===== config.mk =====
export PLATFORM = sky130hd
export DESIGN_NAME = kernel_weight_streamer
export DESIGN_NICKNAME = d
export VERILOG_FILES = /design/src/rtl/kernel_weight_streamer.sv
export SDC_FILE = /design/constraint.sdc
export NUM_CORES = 1
export LEC_CHECK = 0
export ABC_AREA = 1
export CAP_MARGIN = 20
export CORE_UTILIZATION = 47
export CTS_CLUSTER_DIAMETER = 80
export DETAILED_ROUTE_END_ITERATION = 7
export PLACE_DENSITY = 0.85
export SLEW_MARGIN = 20
export SYNTH_ARGS = -nofsm -noshare
export SYNTH_HDL_FRONTEND = slang
export SYNTH_SLANG_ARGS = --single-unit

===== constraint.sdc =====
create_clock -name i_clock -period 2.9 [get_ports i_clock]
set_input_delay 0.58 -clock i_clock [delete_from_list [all_inputs] [get_ports i_clock]]
set_output_delay 0.58 -clock i_clock [all_outputs]
set_load 0.02 [all_outputs]

===== src/rtl/kernel_weight_streamer.sv =====
// kernel_weight_streamer
// -----------------------------------------------------------------------------
// Writer-side engine for the kernel convolution FIFO. A start pulse launches a
// job that reads KERNEL_SIZE weight words per input channel from a weight
// memory with one cycle of read latency. Each returned word is pushed into the
// downstream FIFO. A read is only issued when the FIFO is guaranteed to have
// room for the matching write one cycle later, so the FIFO never overflows.
//
// Optional feature (macro KERNEL_STREAMER_CHECKSUM_EN): adds o_checksum, the
// running sum modulo 2^DATA_WIDTH of every word written in the current job.
//
// Ports:
//   i_clock          clock
//   i_reset          asynchronous active-low reset
//   i_start          1-cycle start pulse, only honoured while idle
//   i_base_addr      address of the first weight word
//   i_num_channels   number of input channels to stream (0 = empty job)
//   o_mem_ren        weight memory read enable
//   o_mem_raddr      weight memory read address
//   i_mem_rdata      weight memory data, valid the cycle after o_mem_ren
//   o_wenable        FIFO write enable
//   o_wdata          FIFO write data
//   i_fifo_full      FIFO full flag
//   i_element_count  FIFO occupancy
//   o_busy           high whenever a job is in progress
//   o_done           1-cycle job completion pulse
//   o_channel_index  channel currently being fetched
//   o_overflow       sticky flag: a write was attempted into a full FIFO
//   o_checksum       (KERNEL_STREAMER_CHECKSUM_EN only) sum of written words
// -----------------------------------------------------------------------------
module kernel_weight_streamer #(
    parameter int DATA_WIDTH          = 32,
    parameter int ADDR_WIDTH          = 16,
    parameter int KERNEL_SIZE         = 9,
    parameter int INPUT_CHANNEL_WIDTH = 8,
    parameter int FIFO_DEPTH          = 16,
    parameter int POINTER_WIDTH       = $clog2(FIFO_DEPTH)
) (
    input  logic                           i_clock,
    input  logic                           i_reset,
    input  logic                           i_start,
    input  logic [ADDR_WIDTH-1:0]          i_base_addr,
    input  logic [INPUT_CHANNEL_WIDTH-1:0] i_num_channels,
    output logic                           o_mem_ren,
    output logic [ADDR_WIDTH-1:0]          o_mem_raddr,
    input  logic [DATA_WIDTH-1:0]          i_mem_rdata,
    output logic                           o_wenable,
    output logic [DATA_WIDTH-1:0]          o_wdata,
    input  logic                           i_fifo_full,
    input  logic [POINTER_WIDTH:0]         i_element_count,
    output logic                           o_busy,
    output logic                           o_done,
    output logic [INPUT_CHANNEL_WIDTH-1:0] o_channel_index,
    output logic                           o_overflow
`ifdef KERNEL_STREAMER_CHECKSUM_EN
    ,
    output logic [DATA_WIDTH-1:0]          o_checksum
`endif
);

    // Credit arithmetic is one bit wider than the element count so that the
    // count plus the in-flight write can never wrap.
    localparam int CW = POINTER_WIDTH + 2;
    localparam int KW = (KERNEL_SIZE > 1) ? $clog2(KERNEL_SIZE) : 1;

    typedef enum logic [1:0] {
        IDLE  = 2'd0,
        FETCH = 2'd1,
        FLUSH = 2'd2,
        DONE  = 2'd3
    } state_t;

    state_t                          r_state;
    logic [ADDR_WIDTH-1:0]           r_addr;
    logic [INPUT_CHANNEL_WIDTH-1:0]  r_num_ch;
    logic [INPUT_CHANNEL_WIDTH-1:0]  r_channel_index;
    logic [KW-1:0]                   r_word_cnt;
    logic                            r_wenable;
    logic                            r_busy;
    logic                            r_done;
    logic                            r_overflow;

    logic [CW-1:0]                   w_occupancy;
    logic                            w_credit;
    logic                            w_issue;
    logic                            w_last_word;
    logic                            w_last_channel;

    // The word being written this cycle is not yet in the FIFO's count, so it
    // is added back in before deciding whether the next read may be issued.
    assign w_occupancy    = {1'b0, i_element_count} + {{(CW-1){1'b0}}, r_wenable};
    assign w_credit       = w_occupancy < CW'(FIFO_DEPTH);
    assign w_issue        = (r_state == FETCH) && w_credit;
    assign w_last_word    = r_word_cnt == KW'(KERNEL_SIZE - 1);
    assign w_last_channel = r_channel_index == (r_num_ch - INPUT_CHANNEL_WIDTH'(1));

    // Read issue is combinational on the live credit so a stall takes effect
    // in the same cycle the FIFO fills; the address is zero when not reading.
    assign o_mem_ren       = w_issue;
    assign o_mem_raddr     = w_issue ? r_addr : '0;
    assign o_wenable       = r_wenable;
    assign o_wdata         = r_wenable ? i_mem_rdata : '0;
    assign o_busy          = r_busy;
    assign o_done          = r_done;
    assign o_channel_index = r_channel_index;
    assign o_overflow      = r_overflow;

    // Main job FSM. A zero-channel job still passes through FLUSH so that its
    // completion pulse lands two cycles after start, like the tail of a real
    // job. The channel index holds at the last channel once fetching ends.
    always_ff @(posedge i_clock or negedge i_reset) begin
        if (!i_reset) begin
            r_state         <= IDLE;
            r_addr          <= '0;
            r_num_ch        <= '0;
            r_channel_index <= '0;
            r_word_cnt      <= '0;
            r_wenable       <= 1'b0;
            r_busy          <= 1'b0;
            r_done          <= 1'b0;
            r_overflow      <= 1'b0;
        end else begin
            r_wenable  <= w_issue;
            r_overflow <= r_overflow | (r_wenable & i_fifo_full);
            case (r_state)
                IDLE: begin
                    r_done <= 1'b0;
                    if (i_start) begin
                        r_busy          <= 1'b1;
                        r_addr          <= i_base_addr;
                        r_num_ch        <= i_num_channels;
                        r_channel_index <= '0;
                        r_word_cnt      <= '0;
                        r_state         <= (i_num_channels == '0) ? FLUSH : FETCH;
                    end
                end
                FETCH: begin
                    if (w_issue) begin
                        r_addr <= r_addr + ADDR_WIDTH'(1);
                        if (w_last_word) begin
                            r_word_cnt <= '0;
                            if (w_last_channel) begin
                                r_state <= FLUSH;
                            end else begin
                                r_channel_index <= r_channel_index + INPUT_CHANNEL_WIDTH'(1);
                            end
                        end else begin
                            r_word_cnt <= r_word_cnt + KW'(1);
                        end
                    end
                end
                FLUSH: begin
                    r_state <= DONE;
                    r_done  <= 1'b1;
                end
                DONE: begin
                    r_state <= IDLE;
                    r_done  <= 1'b0;
                    r_busy  <= 1'b0;
                end
                default: begin
                    r_state <= IDLE;
                end
            endcase
        end
    end

`ifdef KERNEL_STREAMER_CHECKSUM_EN
    logic [DATA_WIDTH-1:0] r_checksum;

    // Running sum of written words; restarts on an accepted start and stays
    // frozen after the last write until the next job begins.
    always_ff @(posedge i_clock or negedge i_reset) begin
        if (!i_reset) begin
            r_checksum <= '0;
        end else if ((r_state == IDLE) && i_start) begin
            r_checksum <= '0;
        end else if (r_wenable) begin
            r_checksum <= r_checksum + i_mem_rdata;
        end
    end

    assign o_checksum = r_checksum;
`endif

endmodule


==> implementation parameters, run 1 <==
Parameter                              Value

Run status
  Status ... finished clean

Placed design
  Post-Place Cells ... 653
  Instance area at placement ... 0.00441 sq mm
  GPL Wtd Cong ... 0.840
  Post-detail-place hpwl ... around 6000 um
  Number of buffer cells added on primary ports ... 125

Setup path
  Critical-path maximum fanout ... 16
  Standard cell with the maximum stage delay on the critical path ... sky130_fd_sc_hd__clkdlybuf4s50_1
  Start of the worst register-to-register path ... r_state[1]
  Crit-path max cell delay ... 0.53 ns
  Critical Path, Cell by Cell ... clkdlybuf4s50_1 > nand3_1 > o21ai_1 > nor2_2 > inv_4 > nor2_1 > clkdlybuf4s50_1
  CP dominant cell by count ... sky130_fd_sc_hd__clkdlybuf4s50_1
  Category of the most critical setup path ... in -> out
  Register-to-Register Setup Slack ... approximately 0.4 ns
  Worst path required time ... 2.32 ns
  Worst Reg-to-Reg Cells ... 8
  Worst setup SP type ... primary input
  Arrival time at the worst endpoint ... 2.16 ns
  Destination of the worst register-to-register timing path ... r_addr[4]
  Endpoint kind of the worst setup timing path ... output port

Floorplan
  Width of the die ... 83.4 um
  Number of placed I/O pins ... 126
  DIE AREA ... just under 0.007 sq mm
  Initial core utilization ... 48.8%
  Core area ... 0.00639 sq mm
  Die Ht ... approximately 83 um
  Site row count ... 29

Finish
  Highest-count cells in the layout ignoring fill and taps ... 126 x sky130_fd_sc_hd__nand2_1, 109 x sky130_fd_sc_hd__clkdlybuf4s50_1, 77 x sky130_fd_sc_hd__inv_1
  Signed area change from the synthesized netlist to the final layout ... 45.6%
  Layout Cells excl Fill ... between 600 and 700
  Proportion of layout cells with a drive suffix above 1 ... 7.53%
  Number of fillers in the final layout ... 506
  Final core utilization ... 71.0%
  Number of antenna diodes ... 0
  Most common cell after layout, fill and taps aside ... sky130_fd_sc_hd__nand2_1
  Cell area after layout ... 0.00454 sq mm
  Layout net count ... 658

Power and ir drop
  Power density over cell area ... 814 mW/mm^2
  Lkg Pwr ... 0.00253 uW
  Peak supply drop ... 0.436 mV

Clocking
  Buffers inserted during post-CTS setup optimization ... 0
  Count of H-tree levels built during CTS ... 2
  Total of hold buffers inserted after clock tree synthesis ... 0
  Clk slew on worst S/H paths ... 0.09 ns
  Clock root cell ... sky130_fd_sc_hd__clkbuf_8
  Clock latency at the later pin of the worst-skew pair ... about 0.30 ns
  CTS tree ... done
  Longest Clk Path Bufs ... 2
  Number of buffers inserted during clock tree synthesis ... 5
  CTS sink cnt ... 42

Route
  Remaining antenna violation count ... 0
  Vias ... 3293
  Router iterations before antenna repair ... 5
  Post-detailed-route wirelength per cell ... 12.3 um
  Post-Route WL ... 8160 um
  Via/cell ratio ... 4.98
  Detailed router's first-iteration violation count ... 193
  Post-detailed-route DRC marker count ... 0

Timing
  Maximum clock skew at final layout ... 0.0121 ns
  Worst Tran Pin Value ... 0.927 ns
  Portion of the clock cycle consumed by the worst path in the final layout ... 94.6%
  Hold slack final ... 0.411 ns
  Summed negative setup slack over all endpoints ... 0 ns
  Clock period minus final worst setup slack ... ~2.7 ns
  Normalized max-slew margin ... 38.2%
  Final setup violation count ... 0
  Highest clock frequency the design can meet ... ~360 MHz
  Setup repair after global routing missed its margin ... false
  Max-slew violation total from the final report ... 0
  Final Hold Vio Count ... 0

Synth
  Total of flip-flops plus latches after synthesis ... 42
  Synthesized area per cell ... 6.73 sq um
  Cell area after synthesis ... 0.00312 sq mm
  Nets in the synthesized netlist ... about 540
  Seq/Total Area, Yosys ... 33.7%
  Ys Warns ... 0
  Post-Syn Instances ... 463
  Number of unique standard cell types used by synthesis ... 40

GRT
  Global-route wire length before repair ... 14200 um
  Maximum number of pins on one net before global-route repair ... 43
  Combined global-route utilization of all metal layers ... roughly 24%
  Global route overflow ... 0
  Vias in the first global route ... ~3200
  Initial antenna violation count ... 0

Worst hold path
  Type of the tightest min-delay check ... in -> async

Job
  Number of max-cap violations ... 0
[cell families after synthesis]
kind of cell / after synthesis / share of synthesized area, %
adders and majority gates: 10 / 4.02
buffers and inverters: 100 / 12.7
xor gates and xnor gates: 10 / 2.81
DFF: 42 / 33.7
and+or+nand+nor: 242 / 35.9
AOI/OAI and AO/OA: 59 / 10.8
[worst max-delay path, delay by kind of cell]
kind / cells / cell delay [ns]
compound gates: 1 / 0.22
buf+inv: 3 / 1.14
simple gates: 3 / 0.21
[sequential cells by signal (all words and copies together), names as in the netlist, 2 cells and up]
| register | cells |
|---|---|
| r_addr | 16 |
| o_channel_index | 8 |
| r_num_ch | 8 |
| r_word_cnt | 4 |
| r_state | 2 |
[power by group]
group | leakage [uW] | internal (uW) | switching, uW
sequential | 0.000522 | 814 | 213
combinational | 0.00196 | 861 | 1420
clock | 0.0000452 | 170 | 212
[routing by layer]
metal  vias up  wire, um  track usage, %
met5         -         0               0
met4         0        62            6.01
li1       1689         -               -
met2        98      4070            42.8
met1      1496      3580            31.3
met3        10       442            4.27
[metrics by stage]
step	power (uW)	setup WS [ns]
floorplan	2620	0.418
global placement	3240	0.0798
detailed placement	3320	0.0314
CTS	3700	0.0307
global route	4040	0.0624
finish	3690	0.158
[cells in the mapped netlist]
cell                          n  area, sq um
sky130_fd_sc_hd__nand3_2      1         10.0
sky130_fd_sc_hd__o22ai_1      3         18.8
sky130_fd_sc_hd__xnor2_1      2         17.5
sky130_fd_sc_hd__nand2_4      3         33.8
sky130_fd_sc_hd__nand3b_1     1         7.51
sky130_fd_sc_hd__a32oi_1      1         8.76
sky130_fd_sc_hd__nor2_4       2         22.5
sky130_fd_sc_hd__a2bb2oi_1    1         8.76
sky130_fd_sc_hd__ha_1        10          125
sky130_fd_sc_hd__a21oi_1      9         45.0
sky130_fd_sc_hd__nand3b_2     1         11.3
sky130_fd_sc_hd__nor2_8       1         20.0
sky130_fd_sc_hd__buf_2        6         30.0
sky130_fd_sc_hd__nand4_1     11         68.8
sky130_fd_sc_hd__nor2_1      43          161
sky130_fd_sc_hd__clkbuf_8     1         13.8
sky130_fd_sc_hd__a31oi_1      3         18.8
sky130_fd_sc_hd__o21ai_1      5         25.0
sky130_fd_sc_hd__inv_2        7         26.3
sky130_fd_sc_hd__o21a_1       1         7.51
sky130_fd_sc_hd__a21o_1       1         7.51
sky130_fd_sc_hd__nor3_1       7         35.0
sky130_fd_sc_hd__o21ai_2      1         8.76
sky130_fd_sc_hd__a21oi_2      1         8.76
sky130_fd_sc_hd__nor2_2       5         31.3
sky130_fd_sc_hd__o211ai_1     1         7.51
sky130_fd_sc_hd__nor4_1       1         6.26
sky130_fd_sc_hd__nor3b_1      1         7.51
sky130_fd_sc_hd__nand3_4      2         35.0
sky130_fd_sc_hd__clkbuf_1     8         30.0
sky130_fd_sc_hd__a22oi_1      4         30.0
sky130_fd_sc_hd__o31ai_1      1         7.51
sky130_fd_sc_hd__nand2_1    126          473
sky130_fd_sc_hd__buf_4        1         7.51
sky130_fd_sc_hd__dfrtp_1     42         1050
sky130_fd_sc_hd__inv_1       77          289
sky130_fd_sc_hd__xor2_1       8         70.1
sky130_fd_sc_hd__o21ai_0     27          135
sky130_fd_sc_hd__nand3_1     30          150
sky130_fd_sc_hd__nand2_2      7         43.8
[repair_timing]
action	in CTS	in global routing
hold endpoints to repair	0	0
gates resized for setup	0	17
setup endpoints to repair	0	16
[worst max path at each step]
stage                     slack [ns]                from              end
after floorplan                 0.42          r_state[1]  o_mem_raddr[10]
after global placement          0.08  i_element_count[0]   o_mem_raddr[8]
after detailed placement        0.03  i_element_count[0]  o_mem_raddr[15]
after CTS                       0.03  i_element_count[0]  o_mem_raddr[15]
after global routing            0.06  i_element_count[0]   o_mem_raddr[4]
final                           0.16  i_element_count[0]   o_mem_raddr[4]
[final cells by class]
cell class | instances | area, sq um | share of cell area, %
Clock buffer | 6 | 72.6 | 1.60
Tap cell | 77 | 96.3 | 2.12
Multi-Input combinational cell | 321 | 1670 | 36.8
Timing Repair Buffer | 129 | 1310 | 29.0
Clock inverter | 2 | 13.8 | 0.303
Inverter | 84 | 318 | 7.01
Sequential cell | 42 | 1050 | 23.2
Power figures use the tool's default switching activity.
==> inputs of run 2 (changes only) <==
Settings changed: CELL_PAD_IN_SITES_DETAIL_PLACEMENT set to 0, CELL_PAD_IN_SITES_GLOBAL_PLACEMENT set to 1, CORE_UTILIZATION 47 to 32.
==> run 2 against run 1 <==
  * Core utilization fell by 22 points
  * First-iteration DRC count fell by 39%
  * Register-to-register slack improved by 0.26 ns
  * Count of clock-buffer cells in the layout fell by 1
  * Routed wire length rose by 8.9%
  * Fmax fell by 1.6%
  * Largest power group unchanged
==> implementation parameters, run 2 (synthesized netlist as in run 1, its figures left out) <==
Parameter                              Value

Run status
  Status ... finished clean

Clocking
  Total of hold buffers inserted after clock tree synthesis ... 0
  Longest Clk Path Bufs ... 2
  Count of H-tree levels built during CTS ... 2
  Clock latency at the later pin of the worst-skew pair ... about 0.3 ns
  Clk slew on worst S/H paths ... around 0.090 ns
  Number of buffers inserted during clock tree synthesis ... 5
  Buffers inserted during post-CTS setup optimization ... 0
  CTS tree ... done
  Quantity of gates resized following cts ... 0
  Clock root cell ... sky130_fd_sc_hd__clkbuf_8
  CTS sink cnt ... 42

Setup path
  Startpoint of the worst setup timing path ... i_element_count[0]
  Category of the most critical setup path ... in -> out
  Critical-path maximum fanout ... 16
  Worst setup SP type ... primary input
  Arrival time at the worst endpoint ... 2.21 ns
  Worst path required time ... ~2.3 ns
  Start of the worst register-to-register path ... r_state[1]
  Worst Reg-to-Reg Cells ... 9
  Endpoint kind of the worst setup timing path ... output port

Route
  Post-detailed-route wirelength per cell ... roughly 12 um
  Post-Route WL ... slightly below 9000 um
  Vias ... between 3000 and 4000
  Post-detailed-route DRC marker count ... 0
  Detailed router's first-iteration violation count ... about 120
  Remaining antenna violation count ... 0
  Via/cell ratio ... 4.63
  Router iterations before antenna repair ... 4

Floorplan
  Core area ... 0.00933 sq mm
  Site row count ... 35
  DIE AREA ... 0.0101 sq mm
  Initial core utilization ... between 30% and 40%
  Number of placed I/O pins ... 126
  Die Ht ... 101 um
  Width of the die ... around 100 um

Timing
  Final Hold Vio Count ... 0
  Maximum clock skew at final layout ... about 0.013 ns
  Highest clock frequency the design can meet ... ~360 MHz
  Hold slack final ... 0.207 ns
  Setup repair after global routing missed its margin ... false
  Worst Tran Pin Value ... ~0.45 ns
  Summed negative setup slack over all endpoints ... 0 ns
  Final setup violation count ... 0
  Clock period minus final worst setup slack ... roughly 2.8 ns
  Portion of the clock cycle consumed by the worst path in the final layout ... 96.1%
  Normalized max-slew margin ... roughly 70%
  Max-slew violation total from the final report ... 0

GRT
  Combined global-route utilization of all metal layers ... 17.4%
  Global routing usage on met1 ... between 20% and 30%
  Global route overflow ... 0
  Maximum number of pins on one net before global-route repair ... between 40 and 50
  Initial antenna violation count ... 0
  Met2 track demand over resource in global routing ... 31.2%
  GRT Max-Usage Layer ... met2
  Vias in the first global route ... ~3200
  Met3 Resource Use GR ... 3.12%
  Global-route wire length before repair ... 14300 um

Placed design
  Instance area at placement ... 0.00448 sq mm
  Post-detail-place hpwl ... 6760 um
  GPL Wtd Cong ... 0.765
  Number of buffer cells added on primary ports ... 125

Finish
  Cell area after layout ... approximately 0.0046 sq mm
  Register bank with the most flops ... r_addr
  Highest-count cells in the layout ignoring fill and taps ... 126 x sky130_fd_sc_hd__nand2_1, 124 x sky130_fd_sc_hd__clkdlybuf4s50_1, 77 x sky130_fd_sc_hd__inv_1
  Number of flip-flops under the largest register name ... 16
  Signed area change from the synthesized netlist to the final layout ... 47.5%
  Number of antenna diodes ... 0
  Proportion of layout cells with a drive suffix above 1 ... 8.02%
  Layout net count ... 660
  Most common cell after layout, fill and taps aside ... sky130_fd_sc_hd__nand2_1

Power and ir drop
  Peak supply drop ... 0.477 mV
  Lkg Pwr ... approximately 0.0023 uW
  Power density over cell area ... 815 mW/mm^2

Worst hold path
  Type of the tightest min-delay check ... in -> async

Job
  Number of max-cap violations ... 0
==> run 2: worst paths after layout <==
kind | end | slack, ns
max | o_mem_raddr[6] | 0.11
min | r_addr[8] | 0.21
max reg2reg | r_word_cnt[2] | 0.66
min reg2reg | o_overflow | 0.47
max in group asynchronous | r_word_cnt[3] | 2.19
min in group i_clock | o_overflow | 0.47
==> run 2: layout make-up <==
cell class | instances | area [sq um]
fill | 965 | 4730
clock buffer | 5 | 68.8
multi-input combinational | 321 | 1670
timing repair buffer | 131 | 1300
clock inverter | 3 | 21.3
sequential | 42 | 1050
tap | 129 | 161
inverter | 84 | 318
==> run 2: stage by stage <==
step | total power, uW | utilization, % | cells | worst slack [ns]
2_1_floorplan | 2620 | - | 463 | 0.418
3_3_place_gp | 3310 | 48.0 | 706 | 0.0413
3_5_place_dp | 3350 | 48.0 | 706 | 0.00244
4_1_cts | 3770 | 49.0 | 714 | 0.00122
5_1_grt | 4090 | 49.3 | 715 | 0.00242
6_report | 3750 | 49.3 | 715 | 0.114
==> run 2: per-layer routing <==
layer	vias up	routed length [um]
met5	-	0
met4	0	86
met3	11	422
met2	95	4400
met1	1518	3980
li1	1686	-
==> run 2: critical path: stages <==
cell	delay [ns]
sky130_fd_sc_hd__clkdlybuf4s50_1	0.46
sky130_fd_sc_hd__nand3_1	0.07
sky130_fd_sc_hd__o21ai_1	0.23
sky130_fd_sc_hd__nor2_2	0.09
sky130_fd_sc_hd__inv_4	0.16
sky130_fd_sc_hd__nor2_1	0.06
sky130_fd_sc_hd__clkdlybuf4s50_1	0.53
==> run 2: where the power goes <==
part           leakage [uW]  switching (uW)  internal (uW)
clock             0.0000441             231            170
combinational       0.00172            1430            886
sequential         0.000522             215            814
==> inputs of run 3 (changes only) <==
Settings changed: SLEW_MARGIN 20 to not set.
==> run 3 against run 2 <==
  * Cell count decreased by 0.14%
  * Die area unchanged
  * Register-to-register slack about the same
  * Clock power about the same
  * Critical path depth unchanged
  * Highest routed layer unchanged
==> implementation parameters, run 3 (synthesized netlist as in run 1, its figures left out) <==
Parameter                              Value

Clocking
  CTS tree ... done
  Clock root cell ... sky130_fd_sc_hd__clkbuf_8
  Longest Clk Path Bufs ... 2
  Count of H-tree levels built during CTS ... 2
  Number of buffers inserted during clock tree synthesis ... 5
  Clk slew on worst S/H paths ... ~0.090 ns
  CTS sink cnt ... 42
  Clock latency at the later pin of the worst-skew pair ... 0.30 ns

Timing
  Max-slew violation total from the final report ... 0
  Highest clock frequency the design can meet ... between 300 and 400 MHz
  Worst Tran Pin Value ... 0.955 ns
  Setup repair after global routing missed its margin ... false
  Portion of the clock cycle consumed by the worst path in the final layout ... 96.0%
  Final setup violation count ... 0
  Normalized max-slew margin ... 36.3%
  Setup ws final ... 0.117 ns
  Clock period minus final worst setup slack ... ~2.8 ns
  Final Hold Vio Count ... 0
  Summed negative setup slack over all endpoints ... 0 ns
  Maximum clock skew at final layout ... 0.0133 ns

Floorplan
  Core area ... 0.00933 sq mm
  Width of the die ... 101 um
  DIE AREA ... 0.0101 sq mm
  Site row count ... 35
  Die Ht ... just over 100 um
  Number of placed I/O pins ... approximately 130
  Initial core utilization ... 33.4%

Placed design
  Worst slack after detailed placement ... 0.00244 ns
  Instance area at placement ... 0.00448 sq mm
  GPL Wtd Cong ... 0.765
  Post-Place Cells ... 706
  Post-detail-place hpwl ... 6760 um
  Number of buffer cells added on primary ports ... around 130

Setup path
  Endpoint kind of the worst setup timing path ... output port
  Worst path required time ... approximately 2.3 ns
  Number of gates on the worst path with buffers counted ... 7
  Standard cell with the maximum stage delay on the critical path ... sky130_fd_sc_hd__clkdlybuf4s50_1
  Crit-path max cell delay ... 0.53 ns
  CP dominant cell by count ... sky130_fd_sc_hd__clkdlybuf4s50_1
  Worst setup SP type ... primary input
  Buffers and inverters on the worst path ... 3
  Category of the most critical setup path ... in -> out
  Worst Reg-to-Reg Cells ... 9
  Cell family contributing the most delay on the critical path ... buffers and inverters
  Critical-path maximum fanout ... 16
  Critical Path, Cell by Cell ... clkdlybuf4s50_1 > nand3_1 > o21ai_1 > nor2_2 > inv_4 > nor2_1 > clkdlybuf4s50_1
  Arrival time at the worst endpoint ... 2.20 ns

GRT
  Global route overflow ... 0
  Vias in the first global route ... 3180
  Global-route wire length before repair ... 14300 um
  Maximum number of pins on one net before global-route repair ... 43
  Combined global-route utilization of all metal layers ... 17.4%
  Initial antenna violation count ... 0

Worst hold path
  Type of the tightest min-delay check ... in -> async

Finish
  Register bank with the most flops ... r_addr
  Most common cell after layout, fill and taps aside ... sky130_fd_sc_hd__nand2_1
  Layout net count ... 659
  Number of fillers in the final layout ... about 960
  Layout Cells excl Fill ... 714
  Total area of multi-input combinational cells ... 0.00167 sq mm
  Cell area after layout ... 0.00457 sq mm
  Number of flip-flops under the largest register name ... 16
  Highest-count cells in the layout ignoring fill and taps ... 126 x sky130_fd_sc_hd__nand2_1, 124 x sky130_fd_sc_hd__clkdlybuf4s50_1, 77 x sky130_fd_sc_hd__inv_1
  Number of antenna diodes ... 0
  Proportion of layout cells with a drive suffix above 1 ... 7.86%
  Signed area change from the synthesized netlist to the final layout ... 46.8%
  Area taken by flip-flops and latches ... 0.00105 sq mm

Power and ir drop
  Lkg Pwr ... roughly 0.0023 uW
  Peak supply drop ... around 0.48 mV
  Power density over cell area ... 817 mW/mm^2

Route
  Detailed router's first-iteration violation count ... between 100 and 150
  Vias ... approximately 3300
  Post-detailed-route DRC marker count ... 0
  Via/cell ratio ... 4.63
  Router iterations before antenna repair ... 4
  Post-Route WL ... 8840 um
  Remaining antenna violation count ... 0
  Post-detailed-route wirelength per cell ... 12.4 um

Run status
  Status ... finished clean

Job
  Number of max-cap violations ... 0
## run 3: cell types whose count changed in the layout (fill, tap and decap cells not counted), sizes merged
cell	before	now
buf	7	6
## run 3: worst paths after layout
path	startpoint	to	slack (ns)
worst max-delay path	i_element_count[0]	o_mem_raddr[6]	0.12
min in group i_clock	o_overflow	o_overflow	0.47
worst min register to register	o_overflow	o_overflow	0.47
max in group asynchronous	i_reset	r_num_ch[0]	1.88
worst max register to register	r_state[1]	r_word_cnt[2]	0.66
worst min-delay path	i_reset	r_addr[8]	0.41
## run 3: cell type report
| type | instances | share of cell area (%) |
|---|---|---|
| flip-flops and latches | 42 | 23.0 |
| clock buffers | 5 | 1.50 |
| inverters | 84 | 6.95 |
| repair buffers | 130 | 28.1 |
| multi-input cells | 321 | 36.5 |
| clock inverters | 3 | 0.465 |
| well taps | 129 | 3.53 |
## run 3: timing repair
| item | CTS | global route |
|---|---|---|
| setup endpoints to repair | 0 | 16 |
| resized for setup | 0 | 2 |
| buffers inserted | 0 | 0 |
| hold buffers | 0 | 0 |
## run 3: layer usage
layer	track usage [%]	routed length (um)	vias up
met1	21.5	3940	1525
met2	31.2	4350	83
li1	-	-	1686
met3	3.12	436	14
met4	4.57	108	0
met5	0	0	-
## run 3: report_power, final
part	switching [uW]	internal, uW	leakage [uW]
sequential	216	814	0.000522
combinational	1430	883	0.00171
clock	228	170	0.0000441
total	1870	1870	0.00227
## run 3: metrics by stage
stage | hold WS (ns) | power (uW) | utilization [%]
after floorplan | 0.284 | 2620 | -
after global placement | 0.446 | 3310 | 48.0
after detailed placement | 0.458 | 3350 | 48.0
after CTS | 0.465 | 3770 | 49.0
after global routing | 0.498 | 4090 | 49.0
final | 0.409 | 3740 | 49.0
